<file path="src/rtl/conv_psum_acc.sv">
// conv_psum_acc: adds systolic results to bias or stored partial sums per lane,
// routing each word to the accumulator buffer or to the scale stage.
module conv_psum_acc #(
   parameter int AW     = 11,
   parameter int DW     = 22,
   parameter int DN     = 6,
   parameter int SAT_EN = 1
) (
   input  logic             clk,
   input  logic             rst,
   input  logic             cmd_valid,
   output logic             cmd_ready,
   input  logic [AW-1:0]    cmd_base1,
   input  logic [AW-1:0]    cmd_base2,
   input  logic [7:0]       cmd_size,
   input  logic             cmd_first,
   input  logic             cmd_last,
   output logic             rd_en,
   output logic [AW-1:0]    m_addr1,
   output logic [AW-1:0]    m_addr2,
   output logic [AW-1:0]    m_addr3,
   input  logic [DW*DN-1:0] m_data1,
   input  logic [DW*DN-1:0] m_data2,
   input  logic [DW*DN-1:0] m_data3,
   output logic [AW-1:0]    wr_addr,
   output logic [DW*DN-1:0] m_sum,
   output logic [DW*DN-1:0] s_sum,
   output logic             m_valid,
   output logic             s_valid,
   output logic             ovf,
   output logic             busy,
   output logic             done
);
   localparam logic [1:0] IDLE  = 2'd0;
   localparam logic [1:0] RUN   = 2'd1;
   localparam logic [1:0] DRAIN = 2'd2;

   logic [1:0]       r_state;
   logic             r_pv, r_pf, r_pl;
   logic [AW-1:0]    r_pb1, r_pb2;
   logic [7:0]       r_psz;
   logic [AW-1:0]    r_b1, r_b2;
   logic [7:0]       r_sz, r_idx;
   logic             r_f, r_l;
   logic             r_p1v, r_p1f, r_p1l, r_p1lw;
   logic [AW-1:0]    r_p1wa;
   logic             r_ov, r_ol, r_olw, r_ovf, r_done;
   logic [AW-1:0]    r_owa;
   logic [DW*DN-1:0] r_sum;
   logic             w_run, w_acc, w_last_iss, w_drained, w_zero, w_load, w_pop;
   logic [DW*DN-1:0] w_sum;
   logic             w_ovf, w_lo;
   logic [DW:0]      w_x;

   assign w_run      = r_state == RUN;
   assign w_acc      = cmd_valid & ~r_pv;
   assign w_last_iss = w_run & (r_idx == r_sz - 8'd1);
   // the stage-1 check stops an older command's last word from ending DRAIN early
   assign w_drained  = (r_state == DRAIN) & r_ov & r_olw & ~r_p1v;
   assign w_zero     = (r_state == IDLE) & r_pv & (r_psz == 8'd0);
   assign w_load     = r_pv & (r_psz != 8'd0) & ((r_state == IDLE) | (w_last_iss & r_pf) | w_drained);
   assign w_pop      = w_load | w_zero;

   always_comb begin
      w_sum = '0;
      w_ovf = 1'b0;
      w_x   = '0;
      w_lo  = 1'b0;
      for (int i = 0; i < DN; i++) begin
         w_x = {m_data1[i*DW+DW-1], m_data1[i*DW+:DW]} + (r_p1f ? {m_data2[i*DW+DW-1], m_data2[i*DW+:DW]}
                                                                : {m_data3[i*DW+DW-1], m_data3[i*DW+:DW]});
         w_lo = (SAT_EN != 0) && (w_x[DW] != w_x[DW-1]);
         w_sum[i*DW+:DW] = w_lo ? (w_x[DW] ? {1'b1, {(DW-1){1'b0}}} : {1'b0, {(DW-1){1'b1}}}) : w_x[DW-1:0];
         w_ovf = w_ovf | w_lo;
      end
   end

   always_ff @(posedge clk or posedge rst) begin
      if (rst) begin
         r_state <= IDLE;
         r_pv    <= 1'b0;
         r_pf    <= 1'b0;
         r_pl    <= 1'b0;
         r_pb1   <= '0;
         r_pb2   <= '0;
         r_psz   <= '0;
         r_b1    <= '0;
         r_b2    <= '0;
         r_sz    <= '0;
         r_idx   <= '0;
         r_f     <= 1'b0;
         r_l     <= 1'b0;
         r_p1v   <= 1'b0;
         r_p1f   <= 1'b0;
         r_p1l   <= 1'b0;
         r_p1lw  <= 1'b0;
         r_p1wa  <= '0;
         r_ov    <= 1'b0;
         r_ol    <= 1'b0;
         r_olw   <= 1'b0;
         r_ovf   <= 1'b0;
         r_done  <= 1'b0;
         r_owa   <= '0;
         r_sum   <= '0;
      end else begin
         if (w_acc) begin
            r_pb1 <= cmd_base1;
            r_pb2 <= cmd_base2;
            r_psz <= cmd_size;
            r_pf  <= cmd_first;
            r_pl  <= cmd_last;
         end
         r_pv <= w_acc | (r_pv & ~w_pop);
         if (w_load) begin
            r_b1  <= r_pb1;
            r_b2  <= r_pb2;
            r_sz  <= r_psz;
            r_f   <= r_pf;
            r_l   <= r_pl;
            r_idx <= '0;
         end else if (w_run) begin
            r_idx <= r_idx + 8'd1;
         end
         r_state <= w_load ? RUN : w_last_iss ? DRAIN : w_drained ? IDLE : r_state;
         r_p1v   <= w_run;
         r_p1f   <= r_f;
         r_p1l   <= r_l;
         r_p1lw  <= w_last_iss;
         r_p1wa  <= m_addr2;
         r_ov    <= r_p1v;
         r_ovf   <= r_p1v & w_ovf;
         if (r_p1v) begin
            r_sum <= w_sum;
            r_ol  <= r_p1l;
            r_olw <= r_p1lw;
            r_owa <= r_p1wa;
         end
         r_done <= (r_ov & r_olw) | w_zero;
      end
   end

   assign cmd_ready = ~r_pv;
   assign rd_en     = w_run;
   assign m_addr1   = r_b1 + AW'(r_idx);
   assign m_addr2   = r_b2 + AW'(r_idx);
   assign m_addr3   = m_addr2;
   assign wr_addr   = r_owa;
   assign m_sum     = r_sum;
   assign s_sum     = r_sum;
   assign m_valid   = r_ov & ~r_ol;
   assign s_valid   = r_ov & r_ol;
   assign ovf       = r_ovf;
   assign busy      = (r_state != IDLE) | r_pv | r_p1v | r_ov | r_done;
   assign done      = r_done;
endmodule

</file>
<file path="config.mk">
export PLATFORM = sky130hd
export DESIGN_NAME = conv_psum_acc
export DESIGN_NICKNAME = d
export VERILOG_FILES = /design/src/rtl/conv_psum_acc.sv
export SDC_FILE = /design/constraint.sdc
export NUM_CORES = 1
export LEC_CHECK = 0
export ABC_AREA = 1
export CORE_AREA = 4 4 287 289
export DETAILED_ROUTE_END_ITERATION = 6
export DIE_AREA = 0 0 291 293
export HOLD_SLACK_MARGIN = 0.06
export PLACE_DENSITY = 0.53
export REMOVE_ABC_BUFFERS = 1
export SYNTH_ARGS = -nofsm -noshare
export SYNTH_HDL_FRONTEND = slang
export SYNTH_SLANG_ARGS = --single-unit
</file>
<file path="constraint.sdc">
create_clock -name clk -period 13.6 [get_ports clk]
set_input_delay 2.72 -clock clk [delete_from_list [all_inputs] [get_ports clk]]
set_output_delay 2.72 -clock clk [all_outputs]
set_load 0.005 [all_outputs]
</file>
### Word level (Yosys, flattened, before mapping)

Index checks and enable logic that the tools add are counted.

* logic and storage cells: 106
* output and inout port bits: 315
* flip-flop bits (word level): 238

* equal/unequal tests: 9
* reduce and logical (&&, ||, !) cells: 6
* $add $sub $neg: 10
* mux-type cells: 23
* bitwise operators: 33

Operators by type and width (count)
* 2-to-1 mux 22 bit: 12
* adder 23 bit: 6
* 2-to-1 mux 23 bit: 6
* adder 11 x 8 -> 11 bit: 2
* 2-to-1 mux 8 bit: 2
* AND 1 bit: 15
* bitwise OR 1 bit: 14
* adder 8 x 1 -> 8 bit (second input constant): 1
* == test 8 bit: 1
* logical NOT 8 bit: 1
* nonzero test 8 bit: 1
* subtractor 8 x 1 -> 8 bit (second input constant): 1
* 2-to-1 mux 2 bit: 3
* != test 1 bit: 6
* inverter 1 bit: 4
* nonzero test 2 bit: 2
* nonzero test 3 bit: 1
* == test 2 x 1 -> 1 bit (second input constant): 1
* == test 2 bit (second input constant): 1
* logical NOT 2 bit: 1

### Logic depth before layout (Yosys ltp)

* depth after elaboration: 11
* depth in mapped cells: 20
* depth with buffers taken out: 19

### Worst setup path before layout

Ideal clock, no wire load.

* kind: register to output
* from: register r_idx[0]
* to: output m_addr3[10]
* buffers on the path: 1
* arrival time: 2.299 ns
* required time: 10.880 ns
* slack: 8.581 ns
* cell stages (with the launch flop): 14
* cells stage by stage: dfrtp_1 -> ha_1 -> inv_1 -> fa_1 -> o21ai_0 -> nand2_1 -> nand2_1 -> a21oi_1 -> nor2_1 -> nor2_1 -> o21bai_1 -> nand3_1 -> xnor2_1 -> buf_4

* word-level cells in the longest chain between the ends: 1

RTL lines
* start: declaration: line 43 `logic [7:0] r_sz, r_idx;`
* start signal: assignment: line 122 `r_idx <= r_idx + 8'd1;`
* adder 11 x 8 -> 11 bit: line 145 `assign m_addr2 = r_b2 + AW'(r_idx);`
* end: declaration: line 21 `output logic [AW-1:0] m_addr3,`

No other way between the ends.

### Worst setup path after layout

* from: register r_idx[0]
* to: output m_addr2[10]

* word-level cells in the longest chain between the ends: 1

RTL lines
* adder 11 x 8 -> 11 bit: line 145
* end: declaration: line 20 `output logic [AW-1:0] m_addr2,`

No other way between the ends.

==> metrics.yaml <==
cts_tree: "built"
hold_end: "r_p1f$_DFF_PP0_"
start_kind: "flip-flop"
die_h_um: 293
numCtsBuffers: 34
globalplace.congestion: 0.888
cts.sink_count: 238
antenna_found_initial: 9
tightest_slew_ns: 1.11
power.total_mw: 3.21
clkLatencyLatePin_ns: 0.55
min_period_over_period_pct: 48.2
r2r-start: "r_p1f$_DFF_PP0_"
wire_per_inst_um: 18.8
async_reset_ff_share_pct: 100
preCtsSetupSlack_ns: 7.30
min_period_ns: 6.55
ys_seq_area_share_pct: 28.9
clockBufferDepth: 3
vdd_drop_max_mv: 0.0755
reg2reg_depth: 17
gr-total-overflow: 0
pin_count: 746
reg2reg_to: "m_sum[100]$_DFFE_PP0P_"
route.antenna.remaining_nets: 0
cp.required_ns: 10.88
root_buffer: "clkbuf_16"
r2r_slack_ns: 9.10
min_from: "r_f$_DFFE_PP0P_"
chipWidth_um: 291
fin_ws_ns: 7.05
outcome: "completed"
cts_hold_buf: 0
grt_pass1_wl_mm: 125
post_cts_buffers: 0
core_area_um2: 79900
min_path_type: "reg -> reg"
drc: 0
synth-edff-count: 0
clkTransAtPathRegs_ns: 0.05
yosys_most_used_dff: "dfrtp_1"
p_leak_nw: 13.4
io_buffers: 745
grt_pass1_vias: 20472
path_max_fanout: 6
synth_cell_types: 48
syn_inst: 2806
firstDrtPassIters: 5
setup_viol: 0
crit_arrival_ns: 3.83
fin_nets: 3970
area_delta_synth_final_pct: 41.3
end_kind: "output pin"
drive_above_1_share_pct: 7.47
finalSetupTns_ns: 0
layout_common_cells: "nand2_1 (745), clkdlybuf4s50_1 (745), nor2_1 (318)"
dp_hpwl_mm: 69.0
path_class: "reg -> out"
relSlewSlack_pct: 25.9
maxCapViolations: 0
powerDensity_nw_per_um2: 110
via_per_inst: 4.54
start_util_pct: 25.8
syn_area_um2: 20600
dieArea_um2: 85300
fin_hold_ws_ns: 0.388
finalHoldViolations: 0
max_freq_mhz: 153
syn_area_per_cell_um2: 7.35
routed_wl_mm: 83.9
cts-resized-gates: 0
ctsHtreeMaxLevel: 2
first_iter_violations: 1142
finalClockSkew_ns: 0.0130
num_rows: 104
ys_ff_latch: 238
grt_max_degree: 113
rsz0062_at_grt: "false"
via_count: 20267
track_usage_pct: 18.7
drv_slew: 0
ys_warn_count: 0
whs_path_depth: 0
==> registers in the layout, indices dropped and copies added, names as in the netlist, 2 cells and up <==
register  count
r_state       2
r_b1         11
r_b2         11
r_psz         8
m_sum       132
r_pb2        11
r_pb1        11
r_idx         8
r_sz          8
wr_addr      11
r_p1wa       11
==> kinds of logic after synthesis <==
logic type      after synthesis  synth area share, %
xor+xnor                    139                 6.02
compound gates              434                 12.0
simple gates               1240                 24.2
mux                         131                 7.16
flops                       238                 28.9
buf+inv                     466                 11.8
fa+ha+maj                   158                 9.88
==> power breakdown <==
part | switching (mW) | total (mW) | internal (mW)
Combinational | 0.557 | 1.26 | 0.699
Sequential | 0.174 | 1.03 | 0.853
Clock | 0.366 | 0.923 | 0.557
==> how the worst max path moves through the flow <==
stage | end | start | slack, ns
2_1_floorplan | done$_DFF_PP0_ | rst | 4.35
3_3_place_gp | ovf$_DFF_PP0_ | m_data2[110] | 7.35
3_5_place_dp | ovf$_DFF_PP0_ | m_data2[110] | 7.30
4_1_cts | m_addr3[10] | r_idx[0]$_DFFE_PP0P_ | 6.92
5_1_grt | m_addr3[10] | r_idx[0]$_DFFE_PP0P_ | 6.75
6_report | m_addr2[10] | r_idx[0]$_DFFE_PP0P_ | 7.05
==> critical path, stage by stage (launching register included) <==
cell and delay, ns:
dfrtp_1 0.57, ha_1 0.25, inv_1 0.08, fa_1 0.41, o21ai_0 0.30, nand2_1 0.08
nand2_1 0.07, a21oi_1 0.08, nor2_1 0.10, nor2_1 0.05, o21bai_1 0.19, nand3_1 0.14
xnor2_1 0.37, clkdlybuf4s50_1 0.59
==> cell usage after synthesis (29+ instances only) <==
library cell / count / share of area [%]
buf_4: 148 / 5.4
nor2_1: 318 / 5.8
xor2_1: 79 / 3.4
o21ai_0: 75 / 1.8
xnor2_1: 58 / 2.5
clkbuf_1: 38 / 0.69
dfrtp_1: 238 / 29
nand3_1: 84 / 2.0
inv_1: 242 / 4.4
ha_1: 150 / 9.1
o21ai_2: 29 / 1.2
nand4_1: 42 / 1.3
mux2_2: 131 / 7.2
o21bai_1: 31 / 1.1
nand2_1: 746 / 14
a21oi_1: 246 / 6.0
==> cell type report <==
class / instances / area [um^2]
fillers: 8433 / 50800
repair buffers: 754 / 7520
inverters: 251 / 956
multi-input cells: 2102 / 12200
well taps: 1060 / 1330
clock buffers: 49 / 978
clock inverters: 8 / 144
flip-flops and latches: 238 / 5960
diodes: 2 / 5.00
==> per-stage QoR <==
stage	area, um^2	instances	util, %
after global placement	28000	4405	35.0
after global routing	29100	4462	36.4
after CTS	29100	4462	36.4
after floorplan	19100	2591	-
after detailed placement	28000	4405	35.0
final	29100	4464	36.5
==> layer usage <==
layer | wire length (um) | track usage [%] | part of all wire [%]
met1 | 37200 | 24.3 | 44
met2 | 39700 | 32.3 | 47
met3 | 5240 | 3.87 | 6.2
met4 | 1700 | 3.76 | 2.0
met5 | 16 | 0 | 0.019
No activity file was read; power rests on OpenSTA's default activity.
